===== src/rtl/cnn_dma_pkg.sv =====
// Shared types and constants for the CNN accelerator DMA feeder.
package cnn_dma_pkg;

  typedef enum logic [3:0] {
    S_IDLE, S_W_MRD, S_W_AWR, S_I_MRD, S_I_AWR,
    S_POLL_GAP, S_POLL_RD, S_O_ARD, S_O_MWR, S_DONE
  } state_e;

  localparam logic [7:0]  OFF_IN      = 8'h00;
  localparam logic [7:0]  OFF_W       = 8'h04;
  localparam logic [7:0]  OFF_OUT     = 8'h08;
  localparam logic [7:0]  OFF_FIN     = 8'h10;
  localparam logic [31:0] FIN_VALUE   = 32'h10;
  localparam int          WORD_STRIDE = 4;

  // First non-empty phase in W -> I -> poll order; DONE when nothing is left.
  function automatic state_e entry_state(logic w_nz, logic i_nz, logic o_nz);
    if (w_nz) return S_W_MRD;
    if (i_nz) return S_I_MRD;
    if (o_nz) return S_POLL_GAP;
    return S_DONE;
  endfunction

endpackage


===== src/rtl/cnn_icb_xact.sv =====
// Single-outstanding ICB master slot: holds a command until accepted, then
// waits for its response. Responses with nothing outstanding are dropped.
module cnn_icb_xact (
  input  logic        clk,
  input  logic        rst,
  input  logic        req_i,
  input  logic [31:0] addr_i,
  input  logic        read_i,
  input  logic [31:0] wdata_i,
  output logic        cmd_valid_o,
  input  logic        cmd_ready_i,
  output logic [31:0] cmd_addr_o,
  output logic        cmd_read_o,
  output logic [31:0] cmd_wdata_o,
  input  logic        rsp_valid_i,
  output logic        rsp_fire_o
);

  logic        valid_q, pend_q, read_q;
  logic [31:0] addr_q, wdata_q;
  logic        hs;

  assign hs          = valid_q & cmd_ready_i;
  // A write response may land in the same cycle as its handshake.
  assign rsp_fire_o  = rsp_valid_i & (pend_q | hs);
  assign cmd_valid_o = valid_q;
  assign cmd_addr_o  = addr_q;
  assign cmd_read_o  = read_q;
  assign cmd_wdata_o = wdata_q;

  always_ff @(posedge clk) begin
    if (rst) begin
      valid_q <= 1'b0;
      pend_q  <= 1'b0;
      read_q  <= 1'b0;
      addr_q  <= '0;
      wdata_q <= '0;
    end else begin
      if (req_i) begin
        valid_q <= 1'b1;
        addr_q  <= addr_i;
        read_q  <= read_i;
        wdata_q <= wdata_i;
      end else if (hs) begin
        valid_q <= 1'b0;
      end
      if (hs && !rsp_fire_o) pend_q <= 1'b1;
      else if (rsp_fire_o)   pend_q <= 1'b0;
    end
  end

endmodule


===== src/rtl/cnn_dma_ctrl.sv =====
// DMA feeder: streams weights then inputs into the accelerator, polls
// FINISH_STATUS, then drains result words back to system memory.
module cnn_dma_ctrl import cnn_dma_pkg::*; #(
  parameter logic [31:0] ACC_BASE     = 32'h1004_2000,
  parameter int          LEN_W        = 16,
  parameter int          POLL_GAP     = 8,
  parameter int          POLL_TIMEOUT = 4096
) (
  input  logic             clk,
  input  logic             rst,
  input  logic             start,
  input  logic [31:0]      cfg_w_base,
  input  logic [LEN_W-1:0] cfg_w_len,
  input  logic [31:0]      cfg_i_base,
  input  logic [LEN_W-1:0] cfg_i_len,
  input  logic [31:0]      cfg_o_base,
  input  logic [LEN_W-1:0] cfg_o_len,
  output logic             busy,
  output logic             done,
  output logic             err,
  output logic             mem_cmd_valid,
  input  logic             mem_cmd_ready,
  output logic [31:0]      mem_cmd_addr,
  output logic             mem_cmd_read,
  output logic [31:0]      mem_cmd_wdata,
  input  logic             mem_rsp_valid,
  output logic             mem_rsp_ready,
  input  logic [31:0]      mem_rsp_rdata,
  output logic             acc_cmd_valid,
  input  logic             acc_cmd_ready,
  output logic [31:0]      acc_cmd_addr,
  output logic             acc_cmd_read,
  output logic [31:0]      acc_cmd_wdata,
  input  logic             acc_rsp_valid,
  output logic             acc_rsp_ready,
  input  logic [31:0]      acc_rsp_rdata
);

  localparam int GW = (POLL_GAP > 1) ? $clog2(POLL_GAP) : 1;
  localparam int PW = $clog2(POLL_TIMEOUT + 1);

  state_e           state_q, state_d;
  logic [LEN_W-1:0] idx_q, idx_d, wlen_q, wlen_d, ilen_q, ilen_d, olen_q, olen_d;
  logic [31:0]      wbase_q, wbase_d, ibase_q, ibase_d, obase_q, obase_d;
  logic [31:0]      hold_q, hold_d;
  logic [GW-1:0]    gap_q, gap_d;
  logic [PW-1:0]    poll_q, poll_d;
  logic             busy_q, busy_d, done_q, done_d, err_q, err_d;

  logic             mem_req, mem_read, acc_req, acc_read, mem_fire, acc_fire;
  logic [31:0]      mem_addr, acc_addr;

  function automatic logic [31:0] waddr(logic [31:0] b, logic [LEN_W-1:0] i);
    return b + 32'(i) * 32'(WORD_STRIDE);
  endfunction

  always_comb begin
    state_d = state_q;
    idx_d   = idx_q;
    gap_d   = gap_q;
    poll_d  = poll_q;
    hold_d  = hold_q;
    wbase_d = wbase_q; ibase_d = ibase_q; obase_d = obase_q;
    wlen_d  = wlen_q;  ilen_d  = ilen_q;  olen_d  = olen_q;
    err_d   = 1'b0;
    case (state_q)
      S_IDLE: if (start) begin
        wbase_d = cfg_w_base; ibase_d = cfg_i_base; obase_d = cfg_o_base;
        wlen_d  = cfg_w_len;  ilen_d  = cfg_i_len;  olen_d  = cfg_o_len;
        idx_d   = '0;
        gap_d   = '0;
        poll_d  = '0;
        state_d = entry_state(cfg_w_len != 0, cfg_i_len != 0, cfg_o_len != 0);
      end
      S_W_MRD, S_I_MRD: if (mem_fire) begin
        hold_d  = mem_rsp_rdata;
        state_d = (state_q == S_W_MRD) ? S_W_AWR : S_I_AWR;
      end
      S_W_AWR: if (acc_fire) begin
        idx_d = idx_q + 1'b1;
        if (idx_d == wlen_q) begin
          idx_d   = '0;
          state_d = entry_state(1'b0, ilen_q != 0, olen_q != 0);
        end else state_d = S_W_MRD;
      end
      S_I_AWR: if (acc_fire) begin
        idx_d = idx_q + 1'b1;
        if (idx_d == ilen_q) begin
          idx_d   = '0;
          state_d = entry_state(1'b0, 1'b0, olen_q != 0);
        end else state_d = S_I_MRD;
      end
      S_POLL_GAP: if (gap_q == GW'(POLL_GAP - 1)) begin
        gap_d   = '0;
        state_d = S_POLL_RD;
      end else gap_d = gap_q + 1'b1;
      S_POLL_RD: if (acc_fire) begin
        poll_d = poll_q + 1'b1;
        if (acc_rsp_rdata == FIN_VALUE) state_d = S_O_ARD;
        else if (poll_d == PW'(POLL_TIMEOUT)) begin
          err_d   = 1'b1;
          state_d = S_IDLE;
        end else state_d = S_POLL_GAP;
      end
      S_O_ARD: if (acc_fire) begin
        hold_d  = acc_rsp_rdata;
        state_d = S_O_MWR;
      end
      S_O_MWR: if (mem_fire) begin
        idx_d   = idx_q + 1'b1;
        state_d = (idx_d == olen_q) ? S_DONE : S_O_ARD;
      end
      S_DONE:  state_d = S_IDLE;
      default: state_d = S_IDLE;
    endcase

    // Every command-issuing state launches exactly one command on entry.
    mem_req  = 1'b0; mem_read = 1'b1; mem_addr = '0;
    acc_req  = 1'b0; acc_read = 1'b0; acc_addr = '0;
    if (state_d != state_q) begin
      case (state_d)
        S_W_MRD:   begin mem_req = 1'b1; mem_addr = waddr(wbase_d, idx_d); end
        S_I_MRD:   begin mem_req = 1'b1; mem_addr = waddr(ibase_d, idx_d); end
        S_O_MWR:   begin mem_req = 1'b1; mem_read = 1'b0; mem_addr = waddr(obase_d, idx_d); end
        S_W_AWR:   begin acc_req = 1'b1; acc_addr = ACC_BASE + {24'h0, OFF_W}; end
        S_I_AWR:   begin acc_req = 1'b1; acc_addr = ACC_BASE + {24'h0, OFF_IN}; end
        S_POLL_RD: begin acc_req = 1'b1; acc_read = 1'b1; acc_addr = ACC_BASE + {24'h0, OFF_FIN}; end
        S_O_ARD:   begin acc_req = 1'b1; acc_read = 1'b1; acc_addr = ACC_BASE + {24'h0, OFF_OUT}; end
        default: ;
      endcase
    end

    busy_d = !(state_d inside {S_IDLE, S_DONE});
    done_d = (state_d == S_DONE);
  end

  always_ff @(posedge clk) begin
    if (rst) begin
      state_q <= S_IDLE;
      idx_q   <= '0; gap_q <= '0; poll_q <= '0; hold_q <= '0;
      wbase_q <= '0; ibase_q <= '0; obase_q <= '0;
      wlen_q  <= '0; ilen_q  <= '0; olen_q  <= '0;
      busy_q  <= 1'b0; done_q <= 1'b0; err_q <= 1'b0;
    end else begin
      state_q <= state_d;
      idx_q   <= idx_d; gap_q <= gap_d; poll_q <= poll_d; hold_q <= hold_d;
      wbase_q <= wbase_d; ibase_q <= ibase_d; obase_q <= obase_d;
      wlen_q  <= wlen_d;  ilen_q  <= ilen_d;  olen_q  <= olen_d;
      busy_q  <= busy_d; done_q <= done_d; err_q <= err_d;
    end
  end

  assign busy          = busy_q;
  assign done          = done_q;
  assign err           = err_q;
  assign mem_rsp_ready = 1'b1;
  assign acc_rsp_ready = 1'b1;

  cnn_icb_xact u_mem (
    .clk(clk), .rst(rst), .req_i(mem_req), .addr_i(mem_addr), .read_i(mem_read),
    .wdata_i(hold_d), .cmd_valid_o(mem_cmd_valid), .cmd_ready_i(mem_cmd_ready),
    .cmd_addr_o(mem_cmd_addr), .cmd_read_o(mem_cmd_read), .cmd_wdata_o(mem_cmd_wdata),
    .rsp_valid_i(mem_rsp_valid), .rsp_fire_o(mem_fire)
  );

  cnn_icb_xact u_acc (
    .clk(clk), .rst(rst), .req_i(acc_req), .addr_i(acc_addr), .read_i(acc_read),
    .wdata_i(hold_d), .cmd_valid_o(acc_cmd_valid), .cmd_ready_i(acc_cmd_ready),
    .cmd_addr_o(acc_cmd_addr), .cmd_read_o(acc_cmd_read), .cmd_wdata_o(acc_cmd_wdata),
    .rsp_valid_i(acc_rsp_valid), .rsp_fire_o(acc_fire)
  );

endmodule

===== config.mk =====
export PLATFORM = sky130hd
export DESIGN_NAME = cnn_dma_ctrl
export DESIGN_NICKNAME = d
export VERILOG_FILES = /design/src/rtl/cnn_dma_pkg.sv /design/src/rtl/cnn_icb_xact.sv /design/src/rtl/cnn_dma_ctrl.sv
export SDC_FILE = /design/constraint.sdc
export NUM_CORES = 1
export LEC_CHECK = 0
export ABC_AREA = 1
export CAP_MARGIN = 20
export CORE_MARGIN = 8
export CORE_UTILIZATION = 65
export DETAILED_ROUTE_END_ITERATION = 12
export DONT_BUFFER_PORTS = 1
export PLACE_DENSITY = 0.81
export REMOVE_ABC_BUFFERS = 1
export SKIP_CTS_REPAIR_TIMING = 1
export SLEW_MARGIN = 0
export SYNTH_ARGS = -nofsm -noshare
export SYNTH_HDL_FRONTEND = slang
export SYNTH_HIERARCHICAL = 1
export SYNTH_SLANG_ARGS = --single-unit

===== constraint.sdc =====
create_clock -name clk -period 11.8 [get_ports clk]
set_input_delay 1.18 -clock clk [delete_from_list [all_inputs] [get_ports clk]]
set_output_delay 1.18 -clock clk [all_outputs]
set_load 0.05 [all_outputs]

==> results of run 1 <==
-- layout by cell type, fill, tap and decap left out, types with 22 or more instances in the layout --
master,count
nand3_1,108
clkbuf_16,38
o21ai_0,208
a21oi_1,113
nor2_1,548
inv_1,268
dfxtp_1,349
o22ai_1,22
mux2i_1,83
nand2_1,347
nand4_1,28
conb_1,28
or2_2,25
o21ai_1,22
a221oi_1,37
-- layer usage --
metal / vias to the layer above / GRT usage / wire (µm)
met2: 773 / 0.534 / 25900
met5: - / 0 / 66
met4: 10 / 0.197 / 3700
met1: 7842 / 0.388 / 22100
li1: 8127 / - / -
met3: 208 / 0.0950 / 5470
-- where the power goes --
| part | leakage, nW | total, mW | switching (mW) | internal (mW) |
|---|---|---|---|---|
| logic | 5.90 | 0.444 | 0.301 | 0.143 |
| registers | 2.85 | 1.45 | 0.191 | 1.26 |
| clock network | 0.560 | 1.13 | 0.484 | 0.644 |
-- final cells by class --
cell class,count,area [µm²]
Multi-Input combinational cell,1805,9240
Sequential cell,349,6990
Antenna cell,5,12.5
Inverter,284,1070
Timing Repair Buffer,10,75.1
Clock buffer,51,1050
Fill cell,2279,8000
Clock inverter,8,93.8
Tap cell,341,427
-- sequential cells by signal (all words and copies together), names as in the netlist, 13 cells and up --
register / cells
hold_q: 32
ibase_q: 32
obase_q: 32
u_acc/cmd_addr_o: 32
u_acc/cmd_wdata_o: 32
u_mem/cmd_addr_o: 32
u_mem/cmd_wdata_o: 32
wbase_q: 32
idx_q: 16
ilen_q: 16
olen_q: 16
wlen_q: 16
poll_q: 13
-- synth_stat cells (all sizes together), types with 21 or more instances --
cell type,count
a221oi,37
clkbuf,81
nand3,112
o22ai,22
o21ai,232
nand2,366
dfxtp,349
nor4,21
buf,43
nand4,30
inv,282
a21oi,117
mux2i,83
o21bai,22
or2,27
nor2,574
-- stage by stage --
step / utilization / setup WS [ps] / total power [mW] / hold WS [ps] / instances
final: 0.703 / 4020 / 3.02 / 473 / 2853
after detailed placement: 0.660 / 3600 / 1.91 / 461 / 2789
after global placement: 0.660 / 3850 / 1.90 / 452 / 2789
after global routing: 0.703 / 3280 / 3.13 / 499 / 2853
after floorplan: - / 704 / 1.79 / 431 / 2438
after CTS: 0.703 / 4040 / 3.02 / 472 / 2848
-- worst max-delay path, delay by kind of cell --
family,cells,cell delay (ps)
AO/OA/AOI/OAI,11,1890
adder cells (fa/ha/maj),1,360
buffers and inverters,6,2090
AND/OR/NAND/NOR,19,2620
-- cell families (layout without fill, tap and decap cells) --
family | after synthesis | count (layout) | share of synthesized area
AO/OA/AOI/OAI | 468 | 468 | 0.152
XOR/XNOR | 26 | 26 | 0.0128
adder cells (fa/ha/maj) | 21 | 21 | 0.0152
buffers and inverters | 408 | 353 | 0.0957
flip-flops | 349 | 349 | 0.393
multiplexers | 83 | 83 | 0.0467
other | 2 | 33 | 0.000422
AND/OR/NAND/NOR | 1179 | 1179 | 0.284
-- worst max-delay path by stage --
| stage | start | to | slack, ps | depth (start not counted) |
|---|---|---|---|---|
| floorplan | start | u_acc/cmd_addr_o[13] | 700 | 10 |
| CTS | acc_cmd_ready | u_mem/cmd_addr_o[31] | 4040 | 38 |
| global route | acc_cmd_ready | u_mem/cmd_addr_o[31] | 3280 | 38 |
| detailed placement | acc_cmd_ready | u_mem/cmd_addr_o[23] | 3600 | 36 |
| global placement | acc_cmd_ready | u_mem/cmd_addr_o[27] | 3850 | 37 |
| finish | acc_cmd_ready | u_mem/cmd_addr_o[27] | 4020 | 37 |
==> impl_metrics.ini, run 1 <==
[timing]
relSlewSlack = 0.248
setup_viol = 0
setup_tns_ps = 0
min_period_ps = 7780
skew_ps = 24.1
final-hold-violation-count = 0
min_period_over_period = 0.659
rsz0062_at_grt = false
fmax_ghz = 0.129
drv_slew = 0
tightest_slew_ps = 1130

[global_routing]
grt_pass1_vias = 16228
grt_max_degree = 159
grt_overflow = 0
grt_antenna_before_repair = 10
track_usage = 0.331
grt_pass1_wl_mm = 88.2

[final_layout]
fin_nets = 2723
postLayoutCellArea_um2 = 19000
drive_gt1_frac = 0.0638
area_growth_pct = 6.56

[die]
start_util = 0.660
die_h_um = 181
ios = 352
die_area_um2 = 32900
num_rows = 60
coreArea_um2 = 27000
die_w_um = 181

[route]
drtPass1Iterations = 6
routed_wl_mm = 57.3
vias = 16960
drc = 0
wl_per_cell_um = 20.1
detail-route-antenna-nets = 0
drtIter0Drc = 1619
vias_per_cell = 5.94

[power_and_ir_drop]
power_density_nw_per_um2 = 160
vdd_drop_max_mv = 0.129
power_leakage_nw = 9.32

[placement]
port_buffers = 0
dp_hpwl_mm = 41.8
gp_congestion = 1.01
placed_area_um2 = 17800

[yosys]
yosysUniqueCellTypes = 62
yosys.area.top_type_share = 0.393
yosysSeqAreaShare = 0.393
syn_inst = 2536
syn_area_per_cell_um2 = 7.01
ys_seq_elements = 349
synthFlopType = dfxtp_1
yosys_warnings = 6
synth_area_leader_cell = dfxtp_1
synth_area_leaders = dfxtp_1, nor2_1, nand2_1
synth_edf_count = 0
netlist_area_um2 = 17800
async_flop_share = 0

[clock_network]
htreeDepth = 2
clock-root-buffer = clkbuf_16
cts_buffer_depth = 3
cts_buffers = 37
cts_tree = built
path_clk_slew_ps = 60
cts_sinks = 349
clkLatencyLatePin_ps = 540

[critical_path]
cp_slowest_cell = inv_1
startpoint_type = input port
end_kind = flip-flop
crit_type = input port to flip-flop
cp.required_ps = 12220
arrival_ps = 8200
timing.reg2reg.setup_slack_ps = 4110
path_common_cell = nor2_1
cp_max_fo = 41
r2r_end = u_mem/cmd_addr_o[27]
reg2reg_depth = 37
rr_startpoint = u_acc/cmd_valid_o
max_stage_delay_ps = 680

[min_path]
holdPathEnd = gap_q[0]
min_path_type = flip-flop to flip-flop
hold_start = gap_q[0]
whs_path_depth = 1

[status]
outcome = completed

[run]
drv_cap = 0
No activity file was read; power rests on OpenSTA's default activity.
==> run 2: changes to the inputs <==
clock period = 7.8 ns   (was 11.8 ns; I/O delays follow)
==> run 2 against run 1 <==
Against the previous run: core utilization increased by 0.93 points; routed wire length about the same; global-route usage about the same; worst hold slack got worse by 150 ps; flip-flop and latch count unchanged; final cell count increased by 0.32%; cell area increased by 1.3%; clock skew decreased by 1.0 ps; non-clock buffer count increased by 4; via count increased by 0.70%.
==> impl_metrics.ini, run 2 (same netlist as run 1, synthesis figures left out) <==
[clock_network]
cts_sinks = 349
path_clk_slew_ps = 60
cts_buffer_depth = 3
cts_tree = built
clock-root-buffer = clkbuf_16
htreeDepth = 2
clkLatencyLatePin_ps = 540
cts_buffers = 37

[critical_path]
cp_max_fo = 33
cp.required_ps = 8260
max_stage_delay_ps = 660
crit_type = flip-flop to flip-flop
timing.reg2reg.setup_slack_ps = 1040
cp_slowest_cell = dfxtp_1
path_common_cell = nor2_1
reg2reg_depth = 37
startpoint_type = flip-flop
r2r_end = u_mem/cmd_addr_o[25]
rr_startpoint = u_acc/cmd_valid_o
arrival_ps = 7220
end_kind = flip-flop

[final_layout]
postLayoutCellArea_um2 = 19200
layout_common_cells = nor2_1, dfxtp_1, nand2_1
fin_nets = 2727
layout_commonest_cell = nor2_1
area_growth_pct = 7.97
fin_cells = 2862
drive_gt1_frac = 0.0691
post-route-util = 0.713

[die]
die_w_um = 181
start_util = 0.660
num_rows = 60
die_h_um = 181
ios = 352
die_area_um2 = 32900
coreArea_um2 = 27000

[power_and_ir_drop]
swShare = 0.310
power_leakage_nw = 9.44
seq_power_share = 0.458
power_density_nw_per_um2 = 250
power.switching_mw = 1.49
p_int_mw = 3.31
p_comb_frac = 0.140
vdd_drop_max_mv = 0.235
power_frac_clock = 0.402

[route]
routed_wl_mm = 57.2
detail-route-antenna-nets = 0
wl_per_cell_um = 20.0
vias = 17079
drtPass1Iterations = 6
drtIter0Drc = 1805
vias_per_cell = 5.97
drc = 0

[min_path]
hold_start = rst
whs_path_depth = 1
min_path_type = input port to flip-flop
holdPathEnd = ibase_q[15]

[timing]
relSlewSlack = 0.251
rsz0062_at_grt = false
hold_slack_ps = 324
drv_slew = 0
tightest_slew_ps = 1120
final-hold-violation-count = 0
worst_slack_ps = 1040
min_period_over_period = 0.867
min_period_ps = 6760
setup_viol = 0
fmax_ghz = 0.148
skew_ps = 23.1

[status]
outcome = completed

[global_routing]
grt_max_degree = 159
grt_overflow = 0
use_met1 = 0.389
use_met2 = 0.540
grt_pass1_vias = 16021
grt_pass1_wl_mm = 88.8
top_usage_layer = met2
use_met3 = 0.109
grt_antenna_before_repair = 9
track_usage = 0.331

[placement]
dp_slack_ps = 1110
dp_hpwl_mm = 42.0
placed_cells = 2792
placed_area_um2 = 17800
port_buffers = 0
gp_congestion = 1.06

[run]
drv_cap = 0
[run 2: cell count changes in the layout (fill, tap and decap cells not counted)]
cell	change
clkinvlp_4	+2
buf_4	+3
clkbuf_1	-2
buf_16	+1
clkbuf_8	+4
clkinv_2	-1
bufinv_16	+5
diode_2	-3
[run 2: worst max-delay path by stage]
stage,startpoint,to,depth (start not counted)
6_report,u_acc/cmd_valid_o,u_mem/cmd_addr_o[25],37
3_5_place_dp,acc_cmd_ready,u_mem/cmd_addr_o[25],38
2_1_floorplan,start,u_acc/cmd_addr_o[13],10
4_1_cts,u_acc/cmd_valid_o,u_mem/cmd_addr_o[25],37
5_1_grt,u_acc/cmd_valid_o,u_mem/cmd_addr_o[25],37
3_3_place_gp,acc_cmd_ready,u_mem/cmd_addr_o[27],37
[run 2: layer usage]
layer / share of wire / vias to the layer above
met5: 0.0014 / -
met3: 0.11 / 165
met1: 0.38 / 7909
li1: - / 8127
met2: 0.46 / 866
met4: 0.050 / 12
[run 2: final cells by class]
class / count / area [µm²]
Sequential cell: 349 / 6990
Tap cell: 341 / 427
Clock buffer: 53 / 1100
Clock inverter: 14 / 254
Inverter: 284 / 1070
Multi-Input combinational cell: 1805 / 9240
Fill cell: 2271 / 7740
Timing Repair Buffer: 14 / 125
Antenna cell: 2 / 5.00
[run 2: metrics by stage]
| stage | power, mW | TNS (ps) |
|---|---|---|
| 2_1_floorplan | 2.71 | -267760 |
| 4_1_cts | 4.80 | 0 |
| 6_report | 4.80 | 0 |
| 3_5_place_dp | 2.88 | 0 |
| 3_3_place_gp | 2.87 | 0 |
| 5_1_grt | 4.98 | 0 |
[run 2: worst max-delay path, delay by kind of cell (launching register included)]
kind	cells	cell delay, ps
simple gates	22	2980
compound gates	10	1790
flops	1	660
buf+inv	4	900
fa+ha+maj	1	360
[run 2: power by group through the flow]
stage	clock network, mW	registers, mW	logic (mW)
final	1.93	2.20	0.672
after global routing	2.02	2.21	0.745
after CTS	1.94	2.20	0.656
after detailed placement	0	2.23	0.650
after global placement	0	2.23	0.640
after floorplan	0	2.19	0.515
==> run 3: changes to the inputs <==
CORE_ASPECT_RATIO = 0.9   (was default)
SKIP_LAST_GASP = 1   (was default)
==> run 3 against run 2 <==
Against the previous run: global-route usage is 0.38 points higher; sequential share of layout area is 0.19 points higher; flip-flop and latch count stayed put; worst hold slack better by 1.3 ps; critical path depth is 2 higher; clock power is 9% lower; clock skew is 5.7 ps lower; non-clock buffer count stayed put; power is 3.7% lower; setup slack worse by 160 ps; critical endpoint is now u_mem/cmd_addr_o[27]; largest cell class unchanged.
==> impl_metrics.ini, run 3 (same netlist as run 1, synthesis figures left out) <==
[route]
top_layer = met5
route.met2.wl_mm = 26.0
detail-route-antenna-nets = 0
drtIter0Drc = 1703
drtPass1Iterations = 7
drc = 0
routed_wl_mm = 57.9
vias_per_cell = 5.95
drt-met1-wl_mm = 22.5
route.met3.wl_mm = 6.85
wl_per_cell_um = 20.1
vias = 17134

[critical_path]
cp.required_ps = 8220
cp_slowest_cell = dfxtp_1
path_common_cell = nor2_1
crit_type = flip-flop to flip-flop
end_kind = flip-flop
startpoint_type = flip-flop
cp_max_fo = 32
arrival_ps = 7340
max_stage_delay_ps = 670

[placement]
placed_area_um2 = 17900
gp_congestion = 1.05
placed_cells = 2805
dp_hpwl_mm = 41.8
port_buffers = 0

[timing]
rsz0062_at_grt = false
drv_slew = 0
min_period_over_period = 0.887
hold_slack_ps = 325
min_period_ps = 6920
skew_ps = 17.4
setup_viol = 0
relSlewSlack = 0.256
fmax_ghz = 0.145
tightest_slew_ps = 1110
final-hold-violation-count = 0

[clock_network]
cts_tree = built
htreeDepth = 2
clock-root-buffer = clkbuf_16
clkLatencyLatePin_ps = 540
path_clk_slew_ps = 60
cts_sinks = 349
cts_buffer_depth = 3
cts_buffers = 36

[final_layout]
layout_commonest_cell = nor2_1
fin_cells = 2878
fillers = 2264
multiInputGateArea_um2 = 9240
area_growth_pct = 7.40
postLayoutCellArea_um2 = 19100
post-route-util = 0.709
fin_nets = 2726
ff_latch_area_um2 = 6990
drive_gt1_frac = 0.0683
layout_common_cells = nor2_1, dfxtp_1, nand2_1

[power_and_ir_drop]
p_comb_frac = 0.147
seq_power_share = 0.475
power_frac_clock = 0.378
power.switching_mw = 1.49
p_int_mw = 3.13
power_density_nw_per_um2 = 242
swShare = 0.323
vdd_drop_max_mv = 0.229
power_leakage_nw = 9.38

[global_routing]
grt_overflow = 0
grt_max_degree = 159
grt_pass1_vias = 16064
grt_antenna_before_repair = 14
track_usage = 0.335
grt_pass1_wl_mm = 89.3

[die]
start_util = 0.660
ios = 352
coreArea_um2 = 27000
die_area_um2 = 32900
die_h_um = 173
die_w_um = 190
num_rows = 57

[run]
drv_cap = 0

[status]
outcome = completed

[min_path]
min_path_type = input port to flip-flop
## run 3: cell count changes in the layout (fill, tap and decap cells not counted), moves of 3 or more
cell       previous run  this run
clkinv_2              3         8
diode_2               2         7
bufinv_16             6         2
clkbuf_8              9         6
## run 3: metrics by stage
step | power (mW) | setup slack (ps) | setup TNS [ps]
after CTS | 4.61 | 972 | 0
after floorplan | 2.71 | -2900 | -267760
after global placement | 2.88 | 1200 | 0
after detailed placement | 2.89 | 1050 | 0
final | 4.62 | 880 | 0
after global routing | 4.80 | 272 | 0
## run 3: layout make-up
class	count	share of cell area
Sequential cell	349	0.366
Inverter	284	0.0562
Multi-Input combinational cell	1805	0.484
Timing Repair Buffer	14	0.00720
Clock inverter	16	0.00930
Antenna cell	7	0.000917
Tap cell	354	0.0232
Clock buffer	49	0.0540
## run 3: path summary, 6_finish.rpt
path	from	endpoint	slack [ps]	depth (start not counted)
max reg2reg	u_mem/cmd_valid_o	u_mem/cmd_addr_o[27]	880	39
min reg2reg	gap_q[1]	gap_q[1]	470	2
min	rst	wbase_q[15]	330	1
max	u_mem/cmd_valid_o	u_mem/cmd_addr_o[27]	880	39
## run 3: power by group through the flow
stage | clock, mW | sequential, mW | combinational, mW
2_1_floorplan | 0 | 2.19 | 0.515
3_3_place_gp | 0 | 2.23 | 0.641
3_5_place_dp | 0 | 2.23 | 0.654
4_1_cts | 1.76 | 2.20 | 0.660
5_1_grt | 1.84 | 2.21 | 0.752
6_report | 1.75 | 2.20 | 0.678
## run 3: metal layers
layer | vias to the layer above | track usage
li1 | 8139 | -
met3 | 179 | 0.108
met5 | - | 0
met4 | 12 | 0.145
met2 | 945 | 0.524
met1 | 7859 | 0.415
## run 3: worst max-delay path, delay by kind of cell (launching register included)
kind,cells,cell delay [ps]
AND/OR/NAND/NOR,25,3420
AO/OA/AOI/OAI,12,2180
buffers and inverters,1,150
flip-flops,1,670
adder cells (fa/ha/maj),1,360
